===== config.mk =====
export PLATFORM = sky130hd
export DESIGN_NAME = fetch_stage_flat
export DESIGN_NICKNAME = d
export VERILOG_FILES = /design/src/rtl/fetch_stage_if.sv /design/src/rtl/fetch_stage.sv /design/src/flat_wrapper.sv
export SDC_FILE = /design/constraint.sdc
export NUM_CORES = 1
export LEC_CHECK = 0
export ABC_AREA = 0
export CORE_MARGIN = 5
export CORE_UTILIZATION = 40
export CTS_CLUSTER_SIZE = 20
export DETAILED_ROUTE_END_ITERATION = 8
export GPL_ROUTABILITY_DRIVEN = 0
export PLACE_DENSITY_LB_ADDON = 0.1
export SYNTH_ARGS = -nofsm -noshare
export SYNTH_HDL_FRONTEND = slang
export SYNTH_SLANG_ARGS = --single-unit

===== constraint.sdc =====
create_clock -name clk -period 5.5 [get_ports clk]
set_clock_uncertainty 0.15 [all_clocks]
set_input_delay 1.1 -clock clk [delete_from_list [all_inputs] [get_ports clk]]
set_output_delay 1.1 -clock clk [all_outputs]
set_load 0.03 [all_outputs]

===== src/rtl/fetch_stage_if.sv =====
// Fetch-side bus: instruction ROM port plus the decoder handoff (instruction out, jump request in).
interface fetch_stage_if #(
    parameter int unsigned D = 12,
    parameter int unsigned W = 9
);
    logic [D-1:0] imem_addr;
    logic [W-1:0] imem_data;
    logic [W-1:0] instr;
    logic [D-1:0] instr_pc;
    logic         instr_valid;
    logic         absjump_en;
    logic [D-1:0] target;

    modport master (
        output imem_addr, instr, instr_pc, instr_valid,
        input  imem_data, absjump_en, target
    );

    modport slave (
        input  imem_addr, instr, instr_pc, instr_valid,
        output imem_data, absjump_en, target
    );
endinterface


===== src/rtl/fetch_stage.sv =====
// Instruction fetch stage: owns the PC, drives a one-cycle-latency ROM and hands registered
// machine code to the decoder, with stall, absolute jump/squash and start/done sequencing.
module fetch_stage #(
    parameter int unsigned D        = 12,
    parameter int unsigned W        = 9,
    parameter int unsigned PROG_LEN = 128
) (
    input  logic           clk,
    input  logic           reset,
    input  logic           start,
    input  logic           stall,
    output logic           busy,
    output logic           done,
    fetch_stage_if.master  bus
);
    localparam logic [D:0]   LEN  = (D+1)'(PROG_LEN);
    localparam logic [D-1:0] LAST = D'(PROG_LEN - 1);

    typedef enum logic [1:0] {S_IDLE, S_RUN, S_DRAIN, S_DONE} state_t;

    state_t       state_q, state_n;
    logic [D-1:0] f_q, f_n;
    logic [D-1:0] pend_pc_q, pend_pc_n;
    logic         pend_valid_q, pend_valid_n;
    logic [W-1:0] instr_q, instr_n;
    logic [D-1:0] instr_pc_q, instr_pc_n;
    logic         instr_valid_q, instr_valid_n;
    logic         done_q, done_n;
    logic         active, jump, target_oob;
    logic [D-1:0] addr;

    always_ff @(posedge clk or negedge reset) begin
        if (!reset) begin
            state_q       <= S_IDLE;
            f_q           <= '0;
            pend_pc_q     <= '0;
            pend_valid_q  <= 1'b0;
            instr_q       <= '0;
            instr_pc_q    <= '0;
            instr_valid_q <= 1'b0;
            done_q        <= 1'b0;
        end else begin
            state_q       <= state_n;
            f_q           <= f_n;
            pend_pc_q     <= pend_pc_n;
            pend_valid_q  <= pend_valid_n;
            instr_q       <= instr_n;
            instr_pc_q    <= instr_pc_n;
            instr_valid_q <= instr_valid_n;
            done_q        <= done_n;
        end
    end

    // Next-state, datapath and ROM address selection
    always_comb begin
        state_n       = state_q;
        f_n           = f_q;
        pend_pc_n     = pend_pc_q;
        pend_valid_n  = pend_valid_q;
        instr_n       = instr_q;
        instr_pc_n    = instr_pc_q;
        instr_valid_n = instr_valid_q;
        done_n        = done_q;

        active     = (state_q == S_RUN) || (state_q == S_DRAIN);
        jump       = active && bus.absjump_en && instr_valid_q && !stall;
        target_oob = {1'b0, bus.target} >= LEN;

        // Start from IDLE/DONE must fetch address 0 regardless of where F was left
        if (!active)   addr = start ? '0 : f_q;
        else if (jump) addr = bus.target;
        else if (stall) addr = pend_pc_q;
        else           addr = f_q;

        if (!active) begin
            if (start) begin
                pend_pc_n    = '0;
                pend_valid_n = 1'b1;
                f_n          = D'(1);
                done_n       = 1'b0;
                state_n      = S_RUN;
            end
        end else if (jump) begin
            instr_n       = bus.imem_data;
            instr_pc_n    = pend_pc_q;
            instr_valid_n = 1'b0;
            pend_pc_n     = bus.target;
            f_n           = bus.target + D'(1);
            if (target_oob) begin
                pend_valid_n = 1'b0;
                done_n       = 1'b1;
                state_n      = S_DONE;
            end else begin
                pend_valid_n = 1'b1;
                state_n      = S_RUN;
            end
        end else if (!stall) begin
            instr_n       = bus.imem_data;
            instr_pc_n    = pend_pc_q;
            instr_valid_n = pend_valid_q;
            pend_pc_n     = f_q;
            pend_valid_n  = {1'b0, f_q} < LEN;
            f_n           = f_q + D'(1);
            if (state_q == S_DRAIN) begin
                instr_valid_n = 1'b0;
                done_n        = 1'b1;
                state_n       = S_DONE;
            end else if (pend_valid_q && (pend_pc_q == LAST)) begin
                state_n = S_DRAIN;
            end
        end
    end

    assign bus.imem_addr   = addr;
    assign bus.instr       = instr_q;
    assign bus.instr_pc    = instr_pc_q;
    assign bus.instr_valid = instr_valid_q;
    assign busy            = (state_q == S_RUN) || (state_q == S_DRAIN);
    assign done            = done_q;
endmodule


===== src/flat_wrapper.sv =====
// flat-port wrapper written by rule: the top's interface ports become plain ports
module fetch_stage_flat 
#(
    parameter int unsigned D        = 12,
    parameter int unsigned W        = 9,
    parameter int unsigned PROG_LEN = 128
)
  (clk, reset, start, stall, busy, done, bus_imem_addr, bus_instr, bus_instr_pc, bus_instr_valid, bus_imem_data, bus_absjump_en, bus_target);
  fetch_stage_if #(.D(D), .W(W)) bus_i ();
  input  logic clk;
  input  logic reset;
  input  logic start;
  input  logic stall;
  output logic busy;
  output logic done;
  output wire logic [$bits(bus_i.imem_addr)-1:0] bus_imem_addr;
  output wire logic [$bits(bus_i.instr)-1:0] bus_instr;
  output wire logic [$bits(bus_i.instr_pc)-1:0] bus_instr_pc;
  output wire logic [$bits(bus_i.instr_valid)-1:0] bus_instr_valid;
  input wire logic [$bits(bus_i.imem_data)-1:0] bus_imem_data;
  input wire logic [$bits(bus_i.absjump_en)-1:0] bus_absjump_en;
  input wire logic [$bits(bus_i.target)-1:0] bus_target;
  assign bus_imem_addr = bus_i.imem_addr;
  assign bus_instr = bus_i.instr;
  assign bus_instr_pc = bus_i.instr_pc;
  assign bus_instr_valid = bus_i.instr_valid;
  assign bus_i.imem_data = bus_imem_data;
  assign bus_i.absjump_en = bus_absjump_en;
  assign bus_i.target = bus_target;
  fetch_stage #(.D(D), .W(W), .PROG_LEN(PROG_LEN)) u_core (.clk(clk), .reset(reset), .start(start), .stall(stall), .busy(busy), .done(done), .bus(bus_i));
endmodule

After elaboration in Yosys (flattened, before gate mapping)
Index checks and enable logic that the tools add are counted.
- equal/unequal tests: 8
- reductions and logical operators: 11
- multiplexer cells: 35
- add/sub/neg operators: 2
- $lt $le $gt $ge: 2
- operators with widths (kind ; count):
    12-bit 2-to-1 mux ; 12
    12-bit by 1-bit adder with 12-bit output (second input constant) ; 2
    9-bit 2-to-1 mux ; 2
    1-bit 2-to-1 mux ; 14
    2-bit 2-to-1 mux ; 7
    12-bit by 7-bit == test with 1-bit output (second input constant) ; 1
    12-bit by 8-bit greater-or-equal comparator with 1-bit output (second input constant) ; 1
    12-bit by 8-bit < comparator with 1-bit output (second input constant) ; 1
    1-bit logical AND ; 4
    4-bit by 1-bit != test with 1-bit output (second input constant) ; 1
    2-bit AND reduction ; 2
    4-bit AND reduction ; 1
    3-bit by 1-bit != test with 1-bit output (second input constant) ; 1
    3-bit by 2-bit != test with 1-bit output (second input constant) ; 1
    3-bit != test (second input constant) ; 1
    3-bit AND reduction ; 1
    2-bit by 1-bit == test with 1-bit output (second input constant) ; 1
    2-bit == test (second input constant) ; 1
    2-bit by 1-bit != test with 1-bit output (second input constant) ; 1
    2-bit nonzero test ; 1
    1-bit zero test ; 1
    1-bit logical OR ; 1
- register bits: 50

Depth between registers and ports, before layout
- word-level depth: 7
- depth in mapped cells: 13
- gate-level depth less buffers: 10

Worst setup path before layout
OpenSTA, ideal clock, no wires.
- path kind: input port to output port
- start point: input port stall
- end point: output port bus_imem_addr[10]
- buffers on the path: 4
- arrival: 2.467 ns
- stages on the path: 7
- path slack: 1.783 ns
- cell sequence: buf_4 > nand4bb_1 > buf_6 > buf_2 > buf_1 > a211oi_1 > a21o_1
- cells in the longest elaborated chain, start to end: 4
- elaborated cells on any way between the ends: 5
- RTL lines (element ; RTL line ; RTL):
    start, declared ; flat_wrapper.sv:13 ; input logic stall;
    1-bit zero test ; fetch_stage.sv:66 ; jump = active && bus.absjump_en && instr_valid_q && !stall;
    1-bit logical AND ; fetch_stage.sv:66 ;
    12-bit 2-to-1 mux * ; - ;
    12-bit 2-to-1 mux * ; fetch_stage.sv:70 ; if (!active) addr = start ? '0 : f_q;
    end, declared ; flat_wrapper.sv:16 ; output wire logic [$bits(bus_i.imem_addr)-1:0] bus_imem_addr;
Mark *: on every way between the ends. The rest lies on a longest branch, timed or not.

Final worst setup path
- start point: input port stall
- end point: output port bus_imem_addr[4]
Same word-level chain as after synthesis.

==> reports/metrics.csv <==
stage,metric,value,unit
clock_tree,worstSkewPairLatency,300,ps
logic_synthesis,synth_top_flop_cell,dfrtp_1,
finish,fin_area,3610,um2
die,die_width,94.1,um
setup_path,cp_data_required_time,4250,ps
placed_design,dp_cells,466,
finish,n_antenna_cell,0,
timing,hold_violations,0,
logic_synthesis,synth_area,2830,um2
power_and_ir_drop,peakVddDrop,0.000215,V
finish,drive_above_1_share,0.0820,
clock_tree,cts_setup_buffers,0,
die,fp.dieH,94.1,um
logic_synthesis,yosys_warnings,0,
timing,slew_viol_final,0,
logic_synthesis,postSynthCellCount,321,
grt,grt.overflow.total,0,
finish,multi_input_area,1480,um2
setup_path,crit_fanout,45,
die,io_pins,62,
drt,remaining_drc_errors,0,
power_and_ir_drop,p_per_area,522,nW/um2
logic_synthesis,yosysSeqAreaShare,0.443,
logic_synthesis,synthTopCellsByArea,"dfrtp_1 (44%), nand2_1 (11%), a21o_1 (6.6%)",
timing,worst_pin_slew,831,ps
setup_path,worstPathArrival,3350,ps
finish,nNetsFinal,405,
drt,viasPerCell,5.30,
setup_path,r2r_cells,10,
hold_path,hold_class,register to register,
die,die_area,8850,um2
finish,ff_latch_area,1250,um2
drt,wl,7580,um
clock_tree,cts-buffers-inserted,5,
hold_path,hold_path_depth,2,
setup_path,end_kind,output pin,
drt,drt_pass1_iterations,4,
setup_path,reg2reg_to,u_core.f_q[4],
clock_tree,cts_sinks,50,
drt,vias,2512,
logic_synthesis,synthArstFlopShare,1.00,
run,cap_violations,0,
drt,wire_per_inst,16.0,um
clock_tree,clk_pin_slew,100,ps
logic_synthesis,synth-edff-count,0,
setup_path,cp-start-kind,input port,
logic_synthesis,ys_ff_latch,50,
clock_tree,root_buffer,clkbuf_8,
drt,drtIter0Drc,139,
setup_path,reg2reg_from,u_core.state_q[1],
grt,grt_max_degree,51,
setup_path,worstSetupPathType,input port to output pin,
timing,rsz0062_at_grt,no,
finish,nFillCells,667,
die,core_area,6830,um2
logic_synthesis,syn-num-nets,349,
logic_synthesis,avgSynthCellArea,8.81,um2
timing,fin_tns_setup,0,ps
placed_design,portBuffers,61,
grt,grt.total_usage,0.181,
timing,clock.fmax,0.217,GHz
hold_path,hold_end,u_core.bus.instr_pc[7],
clock_tree,post_cts_resized,0,
logic_synthesis,synth_area_leader_cell,dfrtp_1,
placed_design,dpl-instance-area,3510,um2
timing,finalSetupViolations,0,
placed_design,dpl.hpwl,5300,um
timing,period_share,0.836,
outcome,status,"complete, no violations",
finish,area_delta_synth_final,27.6,%
logic_synthesis,yosysTopAreaCellShare,0.443,
drt,ant_nets,0,
timing,final.min_clock_period,4600,ps
timing,maxSlewHeadroom,0.446,
die,num_rows,30,
power_and_ir_drop,cellLeakagePower,0.00179,uW
setup_path,rrSetupSlack,2130,ps
clock_tree,cts_tree,yes,
grt,grt_pass1_vias,2492,
clock_tree,cts.hold.buffers_added,0,
finish,fin_cells,474,
hold_path,worstHoldStart,u_core.bus.instr_pc[7],
die,initial_core_util,0.414,
grt,grt_pass1_wl,12800,um
grt,antenna_found_initial,0,
clock_tree,htreeDepth,2,
clock_tree,cts_buffer_depth,2,
logic_synthesis,synthDistinctLibCells,52,
-- cells by family (layout without fill, tap and decap cells) --
group	Yosys count	in the layout	synth area share
AO/OA/AOI/OAI	72	72	0.181
buffers and inverters	23	80	0.0376
XOR/XNOR	5	5	0.0155
flip-flops	50	50	0.443
multiplexers	18	18	0.0660
adder cells (fa/ha/maj)	2	2	0.00885
AND/OR/NAND/NOR	151	151	0.248
-- how the worst max path moves through the flow --
stage / endpoint / cells past startpoint / from / slack [ps]
2_1_floorplan: bus_imem_addr[10] / 7 / stall / 1780
3_3_place_gp: bus_imem_addr[4] / 7 / stall / 960
3_5_place_dp: bus_imem_addr[4] / 7 / stall / 900
4_1_cts: bus_imem_addr[4] / 7 / stall / 900
5_1_grt: bus_imem_addr[4] / 8 / u_core.state_q[0] / 710
6_report: bus_imem_addr[4] / 7 / stall / 900
-- metal layers --
layer  global-route usage  up-vias  wire length [um]
met1                0.261     1188              3720
li1                     -     1243                 -
met3               0.0313        6               398
met5                    0        -                 0
met2                0.280       75              3380
met4               0.0433        0                85
-- layout by cell type (no fill, tap or decap), types with 3 or more instances in the layout --
master and instances:
xnor2_1 3, mux2i_1 15, o22ai_1 3, dfrtp_1 50, o21ai_1 9, nor3_1 6, nand3_1 7, nand2_1 85
nand4_1 4, a22o_1 4, nor2_1 25, inv_1 3, a21oi_1 6, buf_4 13, clkbuf_8 6, a21o_1 25
a211oi_1 12, or4_1 3, and3_1 6, clkdlybuf4s50_1 54
-- cell usage after synthesis, drive strengths merged (3+ instances only) --
library cell / n
dfrtp: 50
xnor2: 3
mux2i: 16
nand4: 4
nor3: 7
nand3: 7
a21o: 25
nand2: 85
buf: 12
or4: 3
a21oi: 6
inv: 4
and3: 6
o22ai: 3
nor2: 26
a211oi: 12
o21ai: 10
clkbuf: 7
a22o: 4
-- worst max-delay path, stage by stage --
cell and delay, ps:
clkdlybuf4s50_1 470, nand4bb_1 120, buf_4 420, nor2_1 120
a211oi_1 300, a21o_1 140, clkdlybuf4s50_1 670
-- where the power goes --
part	switching, uW	leakage, uW	internal, uW
sequential	148	0.000638	514
combinational	565	0.00111	420
clock	131	0.0000478	104
-- per-stage QoR --
stage               setup WS (ps)  total power, uW  utilization  hold slack [ps]
floorplan                    1780             1270            -              316
global placement              960             1650        0.513              306
detailed placement            896             1660        0.513              316
CTS                           896             1900        0.528              340
global route                  713             2020        0.528              361
finish                        901             1880        0.528              332
-- area by class of cell --
type                            count  share of cell area
Timing Repair Buffer               68               0.178
Clock buffer                        6              0.0229
Clock inverter                      2             0.00451
Multi-Input combinational cell    248               0.410
Inverter                            4             0.00416
Tap cell                           96              0.0333
Sequential cell                    50               0.347
-- flip-flops by register name, summed over array words and instances (netlist names) --
signal and count:
u_core.pend_pc_q 12, u_core.bus.instr_valid 1, u_core.bus.instr 9, u_core.state_q 2, u_core.f_q 12, u_core.pend_valid_q 1, u_core.done 1, u_core.bus.instr_pc 12
Note: power is estimated with default switching activity, not from simulation.
